$ cat src/rtl/vid_pkg.sv
// Shared video definitions: pixel slice layout and slot extraction.
// Used by sep2par, par2sep and timing_detec.
package vid_pkg;

    localparam int PIX_W     = 27;
    localparam int HS_BIT    = 26;
    localparam int VS_BIT    = 25;
    localparam int DE_BIT    = 24;
    localparam int MAX_SLOTS = 8;

    // Slot idx of a packed word; slot 0 sits in the low bits.
    function automatic logic [PIX_W-1:0] get_slot(
        input logic [PIX_W*MAX_SLOTS-1:0] word,
        input int                         idx
    );
        return word[idx*PIX_W +: PIX_W];
    endfunction

endpackage

$ cat src/rtl/par2sep_buf.sv
// Two-entry HOLD/PREFETCH word buffer with valid flags and ready.
// Ports: clk, rst_n, din/din_valid/din_ready, sync, pop_last, hold/hold_v.
module par2sep_buf #(
    parameter int W = 54
) (
    input  logic         clk,
    input  logic         rst_n,
    input  logic [W-1:0] din,
    input  logic         din_valid,
    output logic         din_ready,
    input  logic         sync,
    input  logic         pop_last,
    output logic [W-1:0] hold,
    output logic         hold_v
);

    logic [W-1:0] pre;
    logic         pre_v;
    logic         wr;

    // Ready depends on registered state only.
    assign din_ready = !pre_v;
    assign wr        = din_valid && din_ready;

    always_ff @(posedge clk) begin
        if (!rst_n) begin
            hold   <= '0;
            pre    <= '0;
            hold_v <= 1'b0;
            pre_v  <= 1'b0;
        end else if (sync) begin
            // Realign: drop buffered slots, keep a word landing now.
            pre_v  <= 1'b0;
            hold_v <= wr;
            if (wr)
                hold <= din;
        end else if (pop_last) begin
            // wr implies !pre_v, so these arms are exclusive.
            unique case (1'b1)
                pre_v: begin
                    hold  <= pre;
                    pre_v <= 1'b0;
                end
                wr:      hold   <= din;
                default: hold_v <= 1'b0;
            endcase
        end else if (wr) begin
            if (hold_v) begin
                pre   <= din;
                pre_v <= 1'b1;
            end else begin
                hold   <= din;
                hold_v <= 1'b1;
            end
        end
    end

endmodule

$ cat src/rtl/par2sep.sv
// Parallel-to-serial pixel unpacker: one packed word in, one pixel/cycle out.
// Ports: clk, rst_n, din/din_valid/din_ready, sync, dout/dout_valid/
// dout_ready, underflow. With PAR2SEP_UNDERFLOW_CNT_EN defined it also
// drives underflow_cnt (saturating) and overflow_err (sticky).
module par2sep
    import vid_pkg::*;
#(
    parameter int SEP_DATA_WIDTH = PIX_W,
    parameter int SHIFT_WIDTH    = 2,
    parameter int CNT_WIDTH      = 16
) (
    input  logic                                clk,
    input  logic                                rst_n,
    input  logic [SEP_DATA_WIDTH*SHIFT_WIDTH-1:0] din,
    input  logic                                din_valid,
    output logic                                din_ready,
    input  logic                                sync,
    output logic [SEP_DATA_WIDTH-1:0]           dout,
    output logic                                dout_valid,
    input  logic                                dout_ready,
`ifdef PAR2SEP_UNDERFLOW_CNT_EN
    output logic [CNT_WIDTH-1:0]                underflow_cnt,
    output logic                                overflow_err,
`endif
    output logic                                underflow
);

    localparam int WW     = SEP_DATA_WIDTH * SHIFT_WIDTH;
    localparam int SLOT_W = $clog2(SHIFT_WIDTH);
    localparam logic [SLOT_W-1:0] LAST = SLOT_W'(SHIFT_WIDTH - 1);

    logic [WW-1:0]     hold;
    logic              hold_v;
    logic [SLOT_W-1:0] slot;
    logic              pix_xfer;
    logic              pop_last;

    assign pix_xfer = hold_v && dout_ready;
    assign pop_last = pix_xfer && (slot == LAST);

    par2sep_buf #(
        .W (WW)
    ) u_buf (
        .clk       (clk),
        .rst_n     (rst_n),
        .din       (din),
        .din_valid (din_valid),
        .din_ready (din_ready),
        .sync      (sync),
        .pop_last  (pop_last),
        .hold      (hold),
        .hold_v    (hold_v)
    );

    always_ff @(posedge clk) begin
        if (!rst_n)
            slot <= '0;
        else if (sync || pop_last)
            slot <= '0;
        else if (pix_xfer)
            slot <= slot + 1'b1;
    end

    assign dout_valid = hold_v;
    assign dout = hold_v ? hold[int'(slot)*SEP_DATA_WIDTH +: SEP_DATA_WIDTH]
                         : '0;
    assign underflow = dout_ready && !hold_v;

`ifdef PAR2SEP_UNDERFLOW_CNT_EN
    logic [5:0] stall_cnt;
    logic       stall;

    assign stall = din_valid && !din_ready;

    always_ff @(posedge clk) begin
        if (!rst_n)
            underflow_cnt <= '0;
        else if (sync)
            underflow_cnt <= '0;
        else if (underflow && !(&underflow_cnt))
            underflow_cnt <= underflow_cnt + 1'b1;
    end

    // Error fires on the 64th consecutive stalled cycle.
    always_ff @(posedge clk) begin
        if (!rst_n) begin
            stall_cnt    <= '0;
            overflow_err <= 1'b0;
        end else if (!stall) begin
            stall_cnt <= '0;
        end else if (&stall_cnt) begin
            overflow_err <= 1'b1;
        end else begin
            stall_cnt <= stall_cnt + 1'b1;
        end
    end
`endif

endmodule

$ cat config.mk
export PLATFORM = sky130hd
export DESIGN_NAME = par2sep
export DESIGN_NICKNAME = d
export VERILOG_FILES = /design/src/rtl/vid_pkg.sv /design/src/rtl/par2sep_buf.sv /design/src/rtl/par2sep.sv
export SDC_FILE = /design/constraint.sdc
export NUM_CORES = 1
export LEC_CHECK = 0
export ABC_AREA = 1
export CAP_MARGIN = 25
export CORE_ASPECT_RATIO = 1.25
export CORE_MARGIN = 2
export CORE_UTILIZATION = 57
export CTS_CLUSTER_SIZE = 30
export DETAILED_ROUTE_END_ITERATION = 10
export PLACE_DENSITY = 0.88
export SLEW_MARGIN = 25
export SYNTH_ARGS = -nofsm -noshare
export SYNTH_HDL_FRONTEND = slang
export SYNTH_SLANG_ARGS = --single-unit
$ cat constraint.sdc
create_clock -name clk -period 2.6 [get_ports clk]
set_clock_uncertainty 0.15 [all_clocks]
set_input_delay 0.26 -clock clk [delete_from_list [all_inputs] [get_ports clk]]
set_output_delay 0.26 -clock clk [all_outputs]
set_load 0.01 [all_outputs]
# ---- Word level (Yosys, flattened, before mapping)
# Index checks and enable logic that the tools add are counted.
dict set report totals {
  reg_bits 111
  input_bits 59
  out_inout_bits 30
  wordCells 42
}
dict set report classes {
  n_addsub 1
  mul 1
  n_eq_ne 3
  shift 1
  mux 11
  bitwise_logic 3
  reduce_logical 17
}
# op count
set op_table {}
lappend op_table {{two-way mux 54 bit} 5}
lappend op_table {{one-hot mux 54 bit (2 select lines)} 1}
lappend op_table {{indexed part select 54 x 7 -> 27 bit} 1}
lappend op_table {{two-way mux 27 bit} 1}
lappend op_table {{AND reduction 4 bit} 2}
lappend op_table {{multiplier 1 x 5 -> 6 bit (second input constant)} 1}
lappend op_table {{!= test 3 bit (second input constant)} 2}
lappend op_table {{logical AND 1 bit} 4}
lappend op_table {{two-way mux 1 bit} 4}
lappend op_table {{AND reduction 2 bit} 2}
lappend op_table {{nonzero test 2 bit} 2}
lappend op_table {{OR reduction 2 bit} 2}
lappend op_table {{NOT 1 bit} 3}
lappend op_table {{nonzero test 3 bit} 1}
lappend op_table {{OR reduction 3 bit} 1}
lappend op_table {{zero test 1 bit} 2}
lappend op_table {{!= test 2 x 1 -> 1 bit (second input constant)} 1}
lappend op_table {{adder 1 bit (second input constant)} 1}
lappend op_table {{logical OR 1 bit} 1}

# ---- Logic depth before layout (Yosys ltp)
dict set report logic_depth {
  ltp_word 6
  mapped_depth 9
  ltp_nobuf 8
}

# ---- Modules after synthesis
# A second synthesis with hierarchy kept.
dict set report unflattened {
  hier_cells 879
  hier_area_um2 5484.0
}
# mod instances cells_each area_per_inst_um2 seq_area_each_um2
set by_module_without_submodules {}
lappend by_module_without_submodules {par2sep_buf 1 779 4988.5 2202.1}
lappend by_module_without_submodules {par2sep 1 100 495.5 20.0}

# ---- Least setup slack after synthesis
# No wires, ideal clock.
dict set report synth_path {
  kind {register -> register}
  from {register u_buf.hold_v}
  to {register u_buf.hold[0]}
  setup_ns 0.113
  arrival_ns 1.335
  required_ns 2.337
  path_slack_ns 1.002
  stages_incl_launch_ff 8
  n_path_buf 2
  period_less_slack_ns 1.598
  path_cell_list {dfxtp_1 nand3_2 nand3_1 nand3_2 buf_2 buf_2 nor2_1 nor2_1}
}
dict set report synth_between {
  elab_chain_len 4
  word_cells_on_any_way 7
  cone_classes {eq/ne: 1; mux: 2; reduce/logical: 4}
}
# item line
set synth_lines {}
lappend synth_lines {{start, declared} par2sep_buf.sv:14} ;# output logic hold_v
lappend synth_lines {{start signal, assigned} par2sep_buf.sv:34} ;# hold_v <= wr;
lappend synth_lines {{logical AND 1 bit} par2sep.sv:38} ;# assign pix_xfer = hold_v && dout_ready;
lappend synth_lines {{logical AND 1 bit} par2sep.sv:39} ;# assign pop_last = pix_xfer && (slot == LAST);
lappend synth_lines {{!= test 3 bit (no line), or another cell as far along} n/a}
lappend synth_lines {{AND reduction 4 bit (no line) / two-way mux 54 bit (equally long branches)} n/a}
lappend synth_lines {{end signal, assigned} par2sep_buf.sv:41} ;# hold <= pre;
lappend synth_lines {{end signal, assigned} par2sep_buf.sv:44} ;# wr: hold <= din;
lappend synth_lines {{end signal, assigned} par2sep_buf.sv:52} ;# hold <= din;
lappend synth_lines {{end, declared} par2sep_buf.sv:13} ;# output logic [W-1:0] hold,
# Several ways; a longest one is shown, not always the timed one.
# A chain may end at the register's enable or synchronous reset.

# ---- Final worst setup path
dict set report layout_path {
  from {register u_buf.hold_v}
  to {output dout[0]}
}
dict set report layout_between {
  elab_chain_len 1
}
# item line
set layout_lines {}
lappend layout_lines {{two-way mux 27 bit} par2sep.sv:65} ;# assign dout = hold_v ? hold[int'(slot)*SEP_DATA_WIDTH +: SEP_DATA_WIDTH]
lappend layout_lines {{end, declared} par2sep.sv:18} ;# output logic [SEP_DATA_WIDTH-1:0] dout,
# Every way passes these cells.

==> run_results.csv <==
group,metric,value,unit
floorplanning,io_pins,89,
timing,rsz0062_at_grt,"no",
cells_and_area,drive_gt1_frac,0.0408,
power_and_ir_drop,p_clk_frac,0.361,
cells_and_area,layout_common_cells,"nand2_1, nor2_1, dfxtp_1",
worst_setup_path,critPathKind,"reg -> out",
clock_tree,cts_hold_buf,0,
clock_tree,cts_buffers,9,
yosys,syn_nets,905,
cells_and_area,layout.nets,960,
worst_setup_path,cp_slowest_cell,"clkdlybuf4s50_1",
place,place_hpwl,8.72,mm
worst_setup_path,crit_arrival,1940,ps
timing,clock.fmax,0.425,GHz
clock_tree,cts_sinks,111,
grt,grt_pass1_vias,4846,
timing,hold_violations,0,
worst_setup_path,r2r_slack,640,ps
timing,period_needed,2350,ps
worst_setup_path,crit_buf_inv,2,
power_and_ir_drop,cell_internal_pwr,2820,uW
clock_tree,htreeDepth,3,
outcome,outcome,"complete, no violations",
timing,setup-violations-final,0,
worst_setup_path,critical_path.max_fanout,35,
place,dp_slack,521,ps
worst_setup_path,worst_setup_path_start_kind,"flip-flop",
yosys,yosysSeqAreaShare,0.422,
grt,grtUsageTotal,0.277,
yosys,synth_seq_cells,111,
grt,grt_first_pass_wirelength,22.9,mm
worst_setup_path,cp_slowest_stage_delay,580,ps
timing,slew_viol_final,0,
drt,drt_pass1_iterations,5,
drt,wl,13.6,mm
yosys,yosysWarnings,0,
grt,grt_max_degree,111,
yosys,syn_area,5270,sq um
worst_setup_path,critical_path.top_delay_family,"buffers and inverters",
grt,overflow,0,
cells_and_area,area_growth,23.5,%
cells_and_area,antenna_cells,0,
floorplanning,core_area,9080,sq um
power_and_ir_drop,switchingPower,960,uW
floorplanning,die_area,10000,sq um
power_and_ir_drop,p_leak,0.00313,uW
clock_tree,clockBufferDepth,2,
clock_tree,clk_latency,340,ps
yosys,yosysTopAreaCellShare,0.422,
timing,tightestPinTransition,430,ps
run,cap_viol_max_count,0,
drt,wl_per_cell,13.2,um
place,gp_congestion,0.833,
worst_setup_path,path_cells,"buf_4 -> o21ai_0 -> a21oi_1 -> clkdlybuf4s50_1",
yosys,synth_area_leaders,"dfxtp_1, nand2_1, nor2_1, o21ai_0, nand3_1",
drt,vias,5378,
floorplanning,die_w,90.0,um
floorplanning,initial_core_util,0.580,
floorplanning,die_height,111,um
clock_tree,clk_pin_slew,70,ps
yosys,syn_inst,846,
min_path,holdCritPathClass,"in -> reg",
timing,slew_headroom,0.713,
cells_and_area,instances_no_fill,1029,
clock_tree,cts_resized,0,
yosys,netlist-cell-type-count,18,
power_and_ir_drop,total_power,3780,uW
floorplanning,rows,39,
power_and_ir_drop,switching_share,0.254,
cells_and_area,nFillCells,753,
timing,setup_tns,0,ps
timing,fin_crit_sh,0.904,
clock_tree,postCtsSetupBuffers,0,
power_and_ir_drop,powerDensity,582,nW/um^2
drt,drtIter0Drc,446,
power_and_ir_drop,p_comb_frac,0.149,
grt,antenna_found_initial,0,
power_and_ir_drop,ir_drop,0.363,mV
drt,post-route-drc-count,0,
cells_and_area,final_common_cell,"nand2_1",
place,port_buffers,88,
clock_tree,cts_tree,"yes",
clock_tree,cts-root-buf,"clkbuf_16",
power_and_ir_drop,p_seq_frac,0.490,
drt,ant_nets,0,
drt,viasPerCell,5.23,
worst_setup_path,cp.required,2190,ps
timing,layout_setup_ws,249,ps
yosys,post_synth.cell_area_avg,6.22,sq um
worst_setup_path,cp-end-kind,"output pin",
place,dp_cells,1013,
yosys,yosys.area.top_type,"dfxtp_1",
==> state kept, by name, summed over array words and instances, names as in the netlist <==
register	flops
slot	1
u_buf.hold	54
u_buf.hold_v	1
u_buf.pre	54
u_buf.pre_v	1
==> through the flow <==
step                       util  area [sq um]  hold WS, ps
final                     0.716          6500          297
after global routing      0.716          6500          314
after CTS                 0.716          6500          295
after detailed placement  0.684          6210          347
after global placement    0.684          6210          342
after floorplan               -          5270          245
==> cell usage after synthesis <==
cell type	number
clkbuf_2	5
dfxtp_1	111
clkbuf_1	26
or2_2	1
a21boi_0	1
nor2_1	219
nand3_2	2
inv_2	1
nand2_1	225
a21oi_1	29
inv_1	58
buf_2	18
nand3_1	57
buf_1	4
o21ai_0	81
nand4_1	1
buf_4	6
nor2_2	1
==> logic make-up (layout without fill, tap and decap cells) <==
group	Yosys count	count (layout)	synth area share
AOI/OAI and AO/OA	111	111	0.106
buffers and inverters	118	178	0.0939
DFF	111	111	0.422
and+or+nand+nor	506	506	0.378
==> layout make-up <==
type	instances	area [sq um]	share of cell area
tap	123	154	0.0237
inverter	59	221	0.0341
multi-input combinational	617	2570	0.396
timing repair buffer	103	1040	0.160
clock buffer	13	250	0.0385
sequential	111	2220	0.342
clock inverter	3	42.5	0.00654
==> power groups by stage <==
stage	sequential, uW	combinational [uW]	clock [uW]
after global routing	1860	637	1460
after floorplan	1880	330	0
after detailed placement	1890	555	0
final	1860	564	1360
after global placement	1890	548	0
after CTS	1850	562	1390
==> layer usage <==
metal,vias up,GRT usage,part of all wire,wire [um]
met5,-,0,0,0
met4,0,0.0985,0.018,240
met3,20,0.0548,0.075,1020
met2,229,0.466,0.49,6660
met1,2412,0.356,0.42,5710
li1,2717,-,-,-
==> path summary, 6_finish.rpt <==
| kind | to | cells after the start | startpoint |
|---|---|---|---|
| worst min-delay path | u_buf.hold[42]$_SDFFE_PN0P_ | 4 | rst_n |
| worst min register to register | u_buf.hold[22]$_SDFFE_PN0P_ | 4 | u_buf.hold[22]$_SDFFE_PN0P_ |
| worst max register to register | u_buf.hold[9]$_SDFFE_PN0P_ | 8 | u_buf.hold_v$_SDFFE_PN0P_ |
| worst max-delay path | dout[0] | 4 | u_buf.hold_v$_SDFFE_PN0P_ |
==> tightest hold or removal path: stages <==
cell and delay (ps):
buf_2 110, buf_12 220, nand2_1 110, nor2_1 30
Note: power is estimated with default switching activity, not from simulation.
